==> src/rtl/subtrator_multibyte_seq.sv <==
// Multi-byte subtraction controller: steps an external 8-bit ripple-borrow subtractor
// one byte per clock, LSB first, chaining the borrow between passes.
module subtrator_multibyte_seq #(
    parameter int unsigned N_BYTES = 4
) (
    input  logic                 clk,
    input  logic                 rst_n,
    input  logic                 iniciar,
    input  logic [8*N_BYTES-1:0] op_a,
    input  logic [8*N_BYTES-1:0] op_b,
    input  logic                 bin_ext,
    output logic [7:0]           sub_a,
    output logic [7:0]           sub_b,
    output logic                 sub_bin,
    input  logic [7:0]           sub_s,
    input  logic                 sub_bout,
    output logic [8*N_BYTES-1:0] resultado,
    output logic                 borrow_final,
    output logic                 zero,
    output logic                 ocupado,
    output logic                 pronto
);

    localparam int unsigned W  = 8 * N_BYTES;
    localparam int unsigned IW = $clog2(N_BYTES);
    localparam logic [IW-1:0] LAST = IW'(N_BYTES - 1);

    typedef enum logic [1:0] {OCIOSO, CALC, FIM} estado_t;

    estado_t       estado;
    logic [W-1:0]  reg_a;
    logic [W-1:0]  reg_b;
    logic          borrow;
    logic [IW-1:0] idx;
    logic [W-1:0]  res_next;
    logic          start;

    // The FIM exit edge also samples iniciar so back-to-back operations
    // sustain one result every N_BYTES+1 clocks.
    assign start = iniciar && (estado == OCIOSO || estado == FIM);

    always_comb begin
        res_next = resultado;
        res_next[8*idx +: 8] = sub_s;
    end

    always_comb begin
        sub_a   = '0;
        sub_b   = '0;
        sub_bin = 1'b0;
        if (estado == CALC) begin
            sub_a   = reg_a[8*idx +: 8];
            sub_b   = reg_b[8*idx +: 8];
            sub_bin = borrow;
        end
    end

    always_ff @(posedge clk or negedge rst_n) begin
        if (!rst_n) begin
            estado       <= OCIOSO;
            reg_a        <= '0;
            reg_b        <= '0;
            borrow       <= 1'b0;
            idx          <= '0;
            resultado    <= '0;
            borrow_final <= 1'b0;
            zero         <= 1'b0;
            ocupado      <= 1'b0;
            pronto       <= 1'b0;
        end else begin
            pronto <= 1'b0;
            if (start) begin
                estado       <= CALC;
                reg_a        <= op_a;
                reg_b        <= op_b;
                borrow       <= bin_ext;
                idx          <= '0;
                resultado    <= '0;
                borrow_final <= 1'b0;
                zero         <= 1'b0;
                ocupado      <= 1'b1;
            end else begin
                case (estado)
                    CALC: begin
                        resultado <= res_next;
                        borrow    <= sub_bout;
                        if (idx == LAST) begin
                            estado       <= FIM;
                            borrow_final <= sub_bout;
                            zero         <= (res_next == '0);
                            pronto       <= 1'b1;
                        end else begin
                            idx <= idx + 1'b1;
                        end
                    end
                    FIM: begin
                        estado  <= OCIOSO;
                        ocupado <= 1'b0;
                    end
                    default: estado <= OCIOSO;
                endcase
            end
        end
    end

endmodule

==> config.mk <==
export PLATFORM = sky130hd
export DESIGN_NAME = subtrator_multibyte_seq
export DESIGN_NICKNAME = d
export VERILOG_FILES = /design/src/rtl/subtrator_multibyte_seq.sv
export SDC_FILE = /design/constraint.sdc
export NUM_CORES = 1
export LEC_CHECK = 0
export CAP_MARGIN = 30
export CORE_MARGIN = 1
export CORE_UTILIZATION = 42
export CTS_CLUSTER_SIZE = 30
export DETAILED_ROUTE_END_ITERATION = 10
export GPL_TIMING_DRIVEN = 0
export HOLD_SLACK_MARGIN = 0.1
export PLACE_DENSITY_LB_ADDON = 0.12
export SYNTH_ARGS = -nofsm -noshare
export SYNTH_HDL_FRONTEND = slang
export SYNTH_SLANG_ARGS = --single-unit
==> constraint.sdc <==
create_clock -name clk -period 2.3 [get_ports clk]
set_input_delay 0.46 -clock clk [delete_from_list [all_inputs] [get_ports clk]]
set_output_delay 0.46 -clock clk [all_outputs]
set_load 0.1 [all_outputs]
==> flow_results.org, run 1 <==
** Floorplan
- Die ar. :: 11,490 um2
- Standard-cell row count :: 38
- For this configuration, the core starts out at a cell density of 0.4307.
- In this run the count of I/O pins placed on the die edge is 130.
- Die Wd :: 107.2 um
- In this run the standard cell core region covers 10,790 um2.
- The die is 107.2 um tall.

** Route
- Wirelength per Cell :: 16.49 um
- After detailed routing, the number of vias per cell comes to 5.234.
- 1st-pass router iterations :: 4
- Remaining antenna violation count after routing :: 0
- For this block, the routed nets add up to 12.34 mm of wire.
- Detailed routing inserted a total of 3,915 vias.
- After detailed routing, the number of remaining DRC violations is 0.
- DRC violation total after the first TritonRoute iteration :: 172

** Synth
- Yosys mapped a number of flops with a built-in enable equal to 0.
- Net count of the mapped netlist :: 541
- Fraction of synthesis flops using an asynchronous set or reset pin :: 1.000
- During synthesis, Yosys emitted a total of 0 warnings.
- Avg Synthesized Cell Area :: 10.15 um2
- For this run, the register share of the synthesized area comes to 0.5653.
- Count of mapped cells out of synthesis :: 458
- Among all flip-flop cells after synthesis, the most frequent one is sky130_fd_sc_hd__dfrtp_1.
- Number of distinct library cells after synthesis :: 31
- Syn Std Cell Area :: 4648 um2
- After synthesis the netlist holds a flip-flop and latch count of 105.

** Cells and area
- Fin nets :: 686
- N_diodes :: 0
- Share of layout cells above drive strength 1 :: 0.1266
- Final non-filler cell total :: 748
- From synthesis to final layout, the design area changed by 39.11%.
- Cell area after layout :: 6466 um2
- Measured on the finished design, the core utilization comes to 0.5991.
- Most frequent standard cell in the layout excluding fill and tap cells :: sky130_fd_sc_hd__nand2_1
- Top library cells by usage in the layout, fill and taps aside :: sky130_fd_sc_hd__nand2_1 (201), sky130_fd_sc_hd__dfrtp_1 (104), sky130_fd_sc_hd__clkdlybuf4s50_1 (75)

** Timing
- Rel. slew slack :: 0.3396
- Highest clock rate :: 432.4 MHz
- The routed design could run at a clock period as short as 2313 ps.
- For the final database, setup skew stands at 7.138 ps.
- Final sum of negative setup slack :: -88.48 ps
- After layout, the worst setup slack is -12.84 ps.
- Slew Limit Fails :: 0
- In the finished design, the share of the clock period the worst path needs comes to 1.006.
- Setup violations remaining at the end of the flow were counted as 12.
- The hold violation count in the final report was 0.
- RSZ-0062 raised after global routing :: yes
- At the pin with the least slew margin, the transition time is 994.6 ps.

** Clock tree
- In this run, CTS created clock tree buffers numbering 9.
- TritonCTS built the clock tree.
- CTS built an H-tree with a depth of 3.
- Clock tree buffer depth :: 2
- Clock-pin slew was measured on the worst setup and hold paths at 90 ps.
- Sinks on Clock Net :: 105
- The clock reaches the later pin of the worst-skew pair after 360 ps.
- Clock tree synthesis selected as its root buffer the cell sky130_fd_sc_hd__clkbuf_8.

** Pwr
- Net switching share of the total power :: 0.5102
- The analysis attributes to net switching a power of 5.232 mW.
- Of the total power, combinational logic draws 0.608.
- The share of total power dissipated in sequential elements is 0.289.
- Peak supply drop :: 1033 uV
- The share of total power dissipated in the clock network is 0.103.
- For this design the static power due to leakage is 3.234 nW.
- In this run the power density over the cells is 1586 nW/um2.
- Cell internal power was estimated by the tool at 5.022 mW.

** Worst setup path
- Data arrives at the worst endpoint at 1850 ps.
- In this run the critical register-to-register path is captured at zero$_DFFE_PN0P_.
- The setup path with the least slack is of type flop to primary output.
- Grouping stages by cell kind, the critical path spends the most delay in multiplexers.
- Setup slack on the worst reg-to-reg path comes out at -10 ps.
- Depth of the worst register-to-register path :: 9
- The largest single stage delay on the critical path is 510 ps.
- Launching point of the worst reg2reg path :: idx[1]$_DFFE_PN0P_
- Among all stages on the critical path, the largest delay is contributed by sky130_fd_sc_hd__mux4_2.
- STA classifies the critical path endpoint as a primary output.
- List of cells traversed by the critical path :: buf_8 -> mux4_2 -> and2_1 -> buf_6
- Crit start category :: flop
- For the worst setup path, the data required time is 1840 ps.
- Crit path buffers/inverters :: 2
- In this run the worst path has a maximum fanout of 10.

** Global route
- The via count of the first global-routing pass came to 3,981.
- Total overflow reported by the global router :: 0
- First-pass GRT wire length :: 20.15 mm
- Maximum number of pins on one net before global-route repair :: 64
- Total global-route track usage :: 0.2303
- Initial antenna violation count :: 0

** Placed design
- Summed over all nets, the half-perimeter wirelength after detailed placement is 8.928 mm.
- Before CTS, the worst setup slack after placement is -1006 ps.
- Including well taps, the total number of placed cells is 728.
- Number of port buffers :: 129
- Once placement finished, the instance area stood at 6141 um2.
- The congestion estimate from routability-driven global placement came to 0.7796.

** Worst hold path
- Hold path start :: reg_b[17]$_DFFE_PN0P_
- The worst hold path passes through 2 cells.
- The worst hold path terminates at reg_b[17]$_DFFE_PN0P_.
- In this run the worst hold path is classified as flop to flop.

** Outcome
- Failing checks :: negative setup slack
- The flow ran to the end, but the final reports show violations.

** Flow run
- The tool flagged a number of max-cap violations equal to 0.
[cells by family (layout without fill, tap and decap cells)]
kind of cell,Yosys count,in the layout,synth area share
compound gates,53,53,0.08695
fa+ha+maj,6,6,0.01615
buf+inv,28,178,0.02396
flops,105,105,0.5653
mux,17,17,0.07968
simple gates,249,249,0.2280
[metrics by stage]
step | total power [mW] | hold WS, ps
after floorplan | 7.331 | 164.4
after global placement | 8.742 | 452.1
after detailed placement | 8.856 | 458.6
after CTS | 10.19 | 481.6
after global routing | 10.82 | 504.5
final | 10.25 | 478.1
[layer usage]
layer / vias up / share of wire / track usage
li1: 1838 / - / -
met1: 1937 / 0.43 / 0.3026
met3: 16 / 0.057 / 0.04802
met2: 124 / 0.50 / 0.3889
met4: 0 / 0.014 / 0.05871
met5: - / 0 / 0
[power groups by stage]
stage	clock [mW]	combinational, mW	sequential, mW
final	1.06	6.24	2.96
after detailed placement	0	5.86	3.00
after global placement	0	5.78	2.96
after floorplan	0	3.58	3.75
after CTS	1.08	6.16	2.95
after global routing	1.15	6.63	3.04
[synthesized netlist by cell type, types with 2 or more instances]
cell	number	share of area
sky130_fd_sc_hd__nor3_1	3	0.0032
sky130_fd_sc_hd__buf_2	5	0.0054
sky130_fd_sc_hd__ha_1	6	0.016
sky130_fd_sc_hd__a21oi_1	7	0.0075
sky130_fd_sc_hd__o21ai_0	6	0.0065
sky130_fd_sc_hd__nor2_1	5	0.0040
sky130_fd_sc_hd__o22ai_1	2	0.0027
sky130_fd_sc_hd__nand3_1	4	0.0043
sky130_fd_sc_hd__nor3_2	3	0.0065
sky130_fd_sc_hd__nand2_1	201	0.16
sky130_fd_sc_hd__and2_1	17	0.023
sky130_fd_sc_hd__mux4_2	16	0.078
sky130_fd_sc_hd__buf_1	5	0.0040
sky130_fd_sc_hd__nor4_1	8	0.011
sky130_fd_sc_hd__dfrtp_1	105	0.57
sky130_fd_sc_hd__inv_1	5	0.0040
sky130_fd_sc_hd__a22o_1	32	0.060
sky130_fd_sc_hd__clkbuf_1	12	0.0097
sky130_fd_sc_hd__a22oi_1	2	0.0032
sky130_fd_sc_hd__or4_1	3	0.0048
[area by class of cell]
type,instances,area (um2)
plain buffers,22,150.1
clock buffers,11,151.4
clock inverters,5,30.03
fillers,949,4327
inverters,6,22.52
multi-input cells,325,1954
flip-flops and latches,105,2629
well taps,140,175.2
repair buffers,134,1354
[worst register-to-register path: stages, from the launching register on]
cell	delay, ps
sky130_fd_sc_hd__dfrtp_1	400
sky130_fd_sc_hd__clkbuf_8	190
sky130_fd_sc_hd__buf_6	170
sky130_fd_sc_hd__inv_1	120
sky130_fd_sc_hd__ha_4	330
sky130_fd_sc_hd__mux2i_1	70
sky130_fd_sc_hd__or4_1	420
sky130_fd_sc_hd__a31oi_2	240
sky130_fd_sc_hd__nor3_1	80
sky130_fd_sc_hd__a32o_1	200
[how the worst max path moves through the flow]
stage,start,endpoint,slack (ps),depth (start not counted)
after detailed placement,estado[1]$_DFFE_PN0P_,sub_a[1],-1010,5
final,idx[0]$_DFFE_PN0P_,sub_a[4],-10,4
after floorplan,estado[1]$_DFFE_PN0P_,sub_a[0],0.4,4
after global placement,rst_n,reg_b[14]$_DFFE_PN0P_,-3100,1
after CTS,idx[0]$_DFFE_PN0P_,sub_a[4],-50,4
after global routing,idx[0]$_DFFE_PN0P_,sub_b[4],-100,4
[timing repair]
| item | CTS | global route |
|---|---|---|
| setup buffers | 3 | 0 |
| hold buffers | 1 | 0 |
| resized for setup | 180 | 10 |
| cloned | 0 | 0 |
| endpoints found under the hold margin | 11 | 0 |
| endpoints found under the setup margin | 86 | 17 |
[flip-flops by register name, summed over array words and instances, names as in the netlist]
register,count
reg_a,32
reg_b,32
resultado,32
estado,2
idx,2
borrow,1
borrow_final,1
ocupado,1
pronto,1
zero,1
(Power assumes the default switching activity.)
==> run 2, diff against run 1 <==
--- a/config.mk
+++ b/config.mk
@@ -8,11 +8,13 @@
 export CAP_MARGIN = 30
 export CORE_MARGIN = 1
 export CORE_UTILIZATION = 42
+export CTS_CLUSTER_DIAMETER = 150
 export CTS_CLUSTER_SIZE = 30
 export DETAILED_ROUTE_END_ITERATION = 10
 export GPL_TIMING_DRIVEN = 0
 export HOLD_SLACK_MARGIN = 0.1
-export PLACE_DENSITY_LB_ADDON = 0.12
+export PLACE_DENSITY = 0.85
+export SETUP_SLACK_MARGIN = 0.5
 export SYNTH_ARGS = -nofsm -noshare
 export SYNTH_HDL_FRONTEND = slang
 export SYNTH_SLANG_ARGS = --single-unit
==> flow_results.org, run 2 (synthesis gave the netlist of run 1 again) <==
** Outcome
- Status :: finished clean (was complete, but fails checks)

** Timing
- RSZ-0062 raised after global routing: yes (unchanged).
- Slew Limit Fails :: 0 (unchanged)
- Final setup slack of the worst path :: 36.19 ps (was -12.84 ps)
- The final-layout setup total negative slack came to 0 ps (was -88.48 ps).
- Highest clock rate :: 441.7 MHz (was 432.4 MHz)
- The post-layout minimum cycle time was 2264 ps (was 2313 ps).
- Part of the cycle the worst path needs :: 0.9843 (was 1.006)
- Final setup fails :: 0 (was 12)
- Maximum clock skew at final layout :: 15.74 ps (was 7.138 ps)
- Fin Hold WS :: 480.9 ps (was 478.1 ps)
- Hold violation count in the final report :: 0 (unchanged)
- The worst relative slew slack is 0.5602 (was 0.3396).
- The transition time at the pin with the least slew margin was 659.7 ps (was 994.6 ps).

** Route
- Routed vias/inst :: 5.458 (was 5.234)
- Wirelength per Cell :: 17.53 um (was 16.49 um)
- 1st-pass router iterations :: 5 (was 4)
- The number of remaining DRC errors was 0 (unchanged).
- DRC violation total after the first TritonRoute iteration :: 282 (was 172)
- The via count came to 4,126 (was 3,915).
- The sum of routed wire length over all layers came to 13.25 mm (was 12.34 mm).
- The number of routed nets with antenna violations is 0 (unchanged).

** Flow run
- The max-cap violation count is 0 (unchanged).

** Worst setup path
- Slack of the worst reg-to-reg path :: 130 ps (was -10 ps)
- The start of the worst register-to-register path was idx[1]$_DFFE_PN0P_ (unchanged).
- Among the stages of the critical path, the cell type that occurs most often is sky130_fd_sc_hd__buf_12.
- The critical path's slowest cell was sky130_fd_sc_hd__mux4_2 (unchanged).
- List of cells traversed by the critical path :: buf_12 -> mux4_2 -> and2_4 -> buf_12 (was buf_8 -> mux4_2 -> and2_1 -> buf_6)
- Dominant delay contributor by cell family on the critical path :: multiplexers (unchanged)
- Worst EP required :: 1840 ps (about the same)
- The critical path startpoint is idx[0]$_DFFE_PN0P_ (unchanged).
- The capture point of the worst reg-to-reg path was resultado[22]$_DFFE_PN0P_ (was zero$_DFFE_PN0P_).
- The classification of the worst setup path was flop to primary output (unchanged).
- The cell count of the worst reg-to-reg path is 8 (was 9).
- Crit start category :: flop (unchanged)
- The maximum fanout encountered on the critical timing path is 10 (unchanged).
- Worst setup EP type :: primary output (unchanged)
- Crit path buffers/inverters :: 2 (unchanged)
- The data arrival time at the worst-slack endpoint was 1800 ps (was 1850 ps).
- The delay of the slowest critical-path stage was 500 ps (was 510 ps).

** Pwr
- The total leakage power came to 3.254 nW (was 3.234 nW).
- The power density relative to cell area is 1652 nW/um2 (was 1586 nW/um2).
- Total Power Consumption :: 11.15 mW (was 10.25 mW)
- Peak supply drop :: 1273 uV (was 1033 uV)

** Global route
- The wire length of the first global-routing pass came to 21.17 mm (was 20.15 mm).
- Vias in the first global route :: 4,243 (was 3,981)
- The initial antenna violation count was 0 (unchanged).
- The combined global-route utilization of all metal layers was 0.2431 (was 0.2303).
- Total overflow reported by the global router :: 0 (unchanged)
- Maximum number of pins on one net before global-route repair :: 67 (was 64)

** Cells and area
- Top library cells by usage in the layout, fill and taps aside :: sky130_fd_sc_hd__nand2_1 (201), sky130_fd_sc_hd__dfrtp_1 (88), sky130_fd_sc_hd__clkdlybuf4s50_1 (75) (was sky130_fd_sc_hd__nand2_1 (201), sky130_fd_sc_hd__dfrtp_1 (104), sky130_fd_sc_hd__clkdlybuf4s50_1 (75))
- Most frequent standard cell in the layout excluding fill and tap cells :: sky130_fd_sc_hd__nand2_1 (unchanged)
- The number of nets in the finished design is 694 (was 686).
- Fin util :: 0.6253 (was 0.5991)
- The number of fillers in the final layout is 889 (was 949).
- The share of post-route cells with drive strength above 1 is 0.2646 (was 0.1266).
- N_diodes :: 0 (unchanged)
- Registers with the most flip-flops :: reg_a (32), reg_b (32), resultado (32) (unchanged)
- Area growth, synth to finish :: 45.20% (was 39.11%)

** Clock tree
- The clock latency at the later pin of the worst-skew pair came to 360 ps (about the same).
- The total number of H-tree levels came to 3 (unchanged).
- Inserted Clock Buffers :: 9 (unchanged)
- The maximum count of clock buffers along a single path is 2 (unchanged).
- The TritonCTS clock tree is done (unchanged).
- The total number of clock tree sinks was 105 (unchanged).
- The clock tree root buffer cell is sky130_fd_sc_hd__clkbuf_8 (unchanged).
- Clock-pin slew on the worst setup and hold paths :: 90 ps (about the same)

** Floorplan
- The die span in x was 107.2 um (unchanged).
- IO Pins :: 130 (unchanged)
- The area inside the core boundary was 10,790 um2 (unchanged).
- The placement row count came to 38 (unchanged).
- The total die area came to 11,490 um2 (unchanged).
- Vertical die dimension :: 107.2 um (unchanged)
- Initial core utilization :: 0.4307 (unchanged)

** Worst hold path
- Hold Crit Depth :: 2 (unchanged)
- The destination of the worst hold path is reg_a[28]$_DFFE_PN0P_ (was reg_b[17]$_DFFE_PN0P_).
- Hold path start :: reg_a[28]$_DFFE_PN0P_ (was reg_b[17]$_DFFE_PN0P_)
- The type of the worst min-delay path is flop to flop (unchanged).

** Placed design
- The count of input and output buffers is 129 (unchanged).
- DP HPWL :: 9.249 mm (was 8.928 mm)
- The post-placement setup slack came to -620.8 ps (was -1006 ps).
- Last weighted congestion value of the routability-driven placer :: 0.8687 (was 0.7796)
==> run 2: tightest hold or removal path, delay by kind of cell (launching register included) <==
family | cells | cell delay (ps)
simple gates | 2 | 110
flops | 1 | 350
==> run 2: worst max path at each step <==
stage,cells after the start,end
floorplan,9,zero$_DFFE_PN0P_
global placement,1,resultado[13]$_DFFE_PN0P_
detailed placement,5,sub_a[2]
CTS,4,sub_a[5]
global route,4,sub_a[5]
finish,4,sub_b[1]
==> run 2: power breakdown <==
part,total [mW],switching (mW),internal (mW),leakage (nW)
logic,7.11,4.44,2.67,1.84
clock network,1.06,0.654,0.406,0.0915
registers,2.98,0.431,2.55,1.32
total,11.2,5.53,5.63,3.25
==> run 2: stage by stage <==
step           instances  cell area (um2)
2_1_floorplan        458             4768
3_3_place_gp         727             6235
3_5_place_dp         728             6260
4_1_cts              756             6763
5_1_grt              756             6749
6_report             756             6749
==> run 2: cell type report <==
cell class | instances | area (um2) | share of cell area
clock inverters | 7 | 55.05 | 0.008157
repair buffers | 142 | 1466 | 0.2173
plain buffers | 22 | 181.4 | 0.02688
flip-flops and latches | 105 | 2649 | 0.3925
clock buffers | 9 | 123.9 | 0.01835
inverters | 6 | 42.54 | 0.006303
well taps | 140 | 175.2 | 0.02595
multi-input cells | 325 | 2056 | 0.3046
==> run 2: what timing repair did <==
item | CTS | global route
buffers inserted | 10 | 0
gates resized for setup | 281 | 68
endpoints found under the setup margin | 126 | 96
hold buffers | 1 | 0
pin swaps | 3 | 5
gates cloned | 1 | 0
endpoints found under the hold margin | 39 | 0
==> run 2: routing by layer <==
layer	vias to the layer above	routed length (um)	GRT usage
li1	1845	-	-
met1	2053	5364	0.3130
met2	191	6700	0.4157
met3	37	896	0.03830
met4	0	286	0.08806
met5	-	0	0
==> RTL edit 1 (flow settings as in run 2) <==
The parameter `N_BYTES` goes from 4 to 8.
--- a/src/rtl/subtrator_multibyte_seq.sv
+++ b/src/rtl/subtrator_multibyte_seq.sv
@@ -1,7 +1,7 @@
 // Multi-byte subtraction controller: steps an external 8-bit ripple-borrow subtractor
 // one byte per clock, LSB first, chaining the borrow between passes.
 module subtrator_multibyte_seq #(
-    parameter int unsigned N_BYTES = 4
+    parameter int unsigned N_BYTES = 8
 ) (
     input  logic                 clk,
     input  logic                 rst_n,
Interface: changed (resized op_a, op_b and resultado); port bits go from 130 to 226. The function was not compared with the original's and may differ.
==> RTL edit 1 against run 2 <==
Non-clock buffer count up 167; wire length up 120%; design area up 95%; setup slack worse by 420 ps; clock power up 90%; sequential cell count up 97; power up 99%; count of clock-buffer cells in the layout up 2; synthesized area up 98%; synthesized cell count up 120%; die area up 96%; critical endpoint is now zero; highest routed layer unchanged; the flow now finishes with violations (setup timing).
==> RTL edit 1: results (changes against run 2) <==
met2WireLength_mm: 14.1  # +110%
final-nonclk-buf-share_pct: 23.8  # -0.58 points
tns_ps: -5970  # -5970 ps
preCtsSetupSlack_ps: -1070  # -448 ps
grt_max_degree: 106  # +58%
violations: "setup timing"
drt-met1-wl_mm: 11.7  # +120%
critical_path.top_delay_family: "simple AND/OR/NAND/NOR gates"
final.fill_count: 1690  # +90%
largest_registers: "reg_a (64), reg_b (64), resultado (64)"
cts-buffers-inserted: 10  # +1
yosysSeqAreaShare_pct: 55.0  # -1.5 points
area_growth_pct: 43.4
setup_viol: 31  # +31
hold_class: "in -> reg"
wire_per_inst_um: 18.5  # +5.7%
clk_latency_ps: 470  # +110 ps
gp_congestion: 0.883  # +1.6%
clock_path_buffers: 3  # +1
portBuffers: 219  # +70%
cts-htree-levels: 1  # -2
synth.cell_area_um2: 9190  # +98%
status: "complete, but fails checks"
hpwl_mm: 20.8  # +130%
grt_use_met3_pct: 3.26  # -0.57 points
synth_top_area_share_pct: 55.0  # -1.5 points
setup_ws_ps: -388  # -424 ps
muxShareOfSynthArea_pct: 8.07  # +0.11 points
vias: 8567  # +110%
synth-seq-cells: 202  # +92%
synth_cell_type_count: 41  # +32%
worstMarginPinSlew_ps: 831  # +172 ps
slowest_stage: "dfrtp_2"
swShare_pct: 50.4  # +0.90 points
post_synth_inst_count: 1028  # +120%
inverters: 17  # +11
track_usage_pct: 25.9  # +1.6 points
power.share.combinational_pct: 63.9  # about the same
use_met1_pct: 34.9  # +3.5 points
==> RTL edit 1: cell count changes after synthesis, sizes merged, moves of 16 or more <==
cell    change
o21ai      +60
a22o       -23
nand2     +325
clkbuf     +42
nand3      +16
mux4       +16
dfrtp      +97
==> RTL edit 1: path summary, 6_finish.rpt <==
path	start	to	slack (ps)	cells past startpoint
min in group asynchronous	rst_n	resultado[18]	560	2
max in group asynchronous	rst_n	reg_b[50]	800	3
min reg2reg	reg_a[31]	reg_a[31]	480	2
min	sub_s[0]	resultado[16]	450	3
max reg2reg	idx[0]	zero	-390	9
max	idx[0]	zero	-390	9
==> RTL edit 1: what timing repair did <==
action                                  CTS  global route
hold endpoints to repair                104             0
hold buffers                              1             0
pin swaps                                 9            26
setup buffers                            22            14
endpoints found under the setup margin  274           240
gates cloned                              2             5
gates resized for setup                 588           100
==> RTL edit 2 (flow settings as in run 2) <==
Made on the original files. Register the output `sub_a`, cleared by the reset; this adds one clock of latency there. The other outputs are not delayed to match.
--- a/src/rtl/subtrator_multibyte_seq.sv
+++ b/src/rtl/subtrator_multibyte_seq.sv
@@ -27,6 +27,8 @@
 
     typedef enum logic [1:0] {OCIOSO, CALC, FIM} estado_t;
 
+    logic [7:0] sub_a_d;
+
     estado_t       estado;
     logic [W-1:0]  reg_a;
     logic [W-1:0]  reg_b;
@@ -45,11 +47,11 @@
     end
 
     always_comb begin
-        sub_a   = '0;
+        sub_a_d = '0;
         sub_b   = '0;
         sub_bin = 1'b0;
         if (estado == CALC) begin
-            sub_a   = reg_a[8*idx +: 8];
+            sub_a_d = reg_a[8*idx +: 8];
             sub_b   = reg_b[8*idx +: 8];
             sub_bin = borrow;
         end
@@ -103,5 +105,13 @@
         end
     end
 
+    always_ff @(posedge clk or negedge rst_n) begin
+        if (!rst_n) begin
+            sub_a <= '0;
+        end else begin
+            sub_a <= sub_a_d;
+        end
+    end
+
 endmodule
 
Check against the original RTL: not equivalent (Yosys sat finds a counterexample within 4 cycles, from zero or initial values and one cycle with rst_n low).
==> RTL edit 2 against run 2 <==
The flow now finishes with violations (setup timing); clock skew down 6.0 ps; die area up 5.3%; fmax is 3.0% lower; setup slack got worse by 71 ps; worst hold slack got worse by 380 ps; global-route usage is 0.35 points higher; final cell count increased by 4.2%; design area is 7.8% higher; wire length increased by 6.9%; synthesized area rose by 5.4%; sequential share of layout area down 0.35 points; power up 9.4%; sequential cell count increased by 8; count of clock-buffer cells in the layout rose by 15; critical path type unchanged; largest power group unchanged.
==> RTL edit 2: results (changes against run 2) <==
crit_end: "sub_b[3]"
setup_ws_ps: -34.5  # -70.7 ps
muxShareOfSynthArea_pct: 7.35  # -0.61 points
yosysSeqAreaShare_pct: 57.7  # +1.2 points
setup_viol: 7  # +7
place_area_um2: 6510  # +4.0%
dpl.cell_count: 744  # +2.2%
row_count: 39  # +2.6%
inverters: 3  # -3
hold_ws_ps: 105  # -376 ps
clkCellAreaFrac_pct: 8.41  # +5.8 points
r2r_start: "idx[0]"
cts-buffers-inserted: 17  # +8
preCtsSetupSlack_ps: -872  # -251 ps
multi_input_cells: 329  # +1.2%
synth_adder_area_share_pct: 1.53  # -0.083 points
fin_nets: 718  # +3.5%
synth_area_leaders: "dfrtp_1 (58%), nand2_1 (15%), mux4_2 (7.4%)"
seq_cells: 113  # +7.6%
n_all_buffers: 171  # +4.3%
violations: "setup timing"
r2r-end: "zero"
status: "complete, but fails checks"
fin_area_um2: 7270  # +7.8%
reg2reg_depth: 7  # -1
grt_first_pass_wirelength_mm: 22.1  # +4.5%
drt_iter0_drc: 228  # -19%
worstMarginPinSlew_ps: 702  # +42.6 ps
RTL edit 2: cell types whose count changed after synthesis, moves of 3 or more:
cell	change
nor3_2	-3
dfrtp_1	+8
and2_1	+3
clkbuf_1	+7
a22o_1	-4
a22o_2	+4
buf_2	-5
nor4_1	-4
RTL edit 2: power breakdown:
part | switching [uW] | internal [uW] | total, uW | leakage, uW
sequential | 448 | 2750 | 3190 | 0.00145
combinational | 3940 | 2350 | 6290 | 0.00184
clock | 863 | 1850 | 2720 | 0.000304
RTL edit 2: timing repair:
action                     in CTS  in global routing
pin swaps                       8                  1
setup endpoints to repair     126                 68
gates resized for setup       295                 24
buffers inserted               14                  1
RTL edit 2: routing by layer:
metal,routed length [um],global-route usage [%]
met2,7210,42.6
met4,273,8.29
met1,5730,30.2
met3,951,6.06
met5,0,0
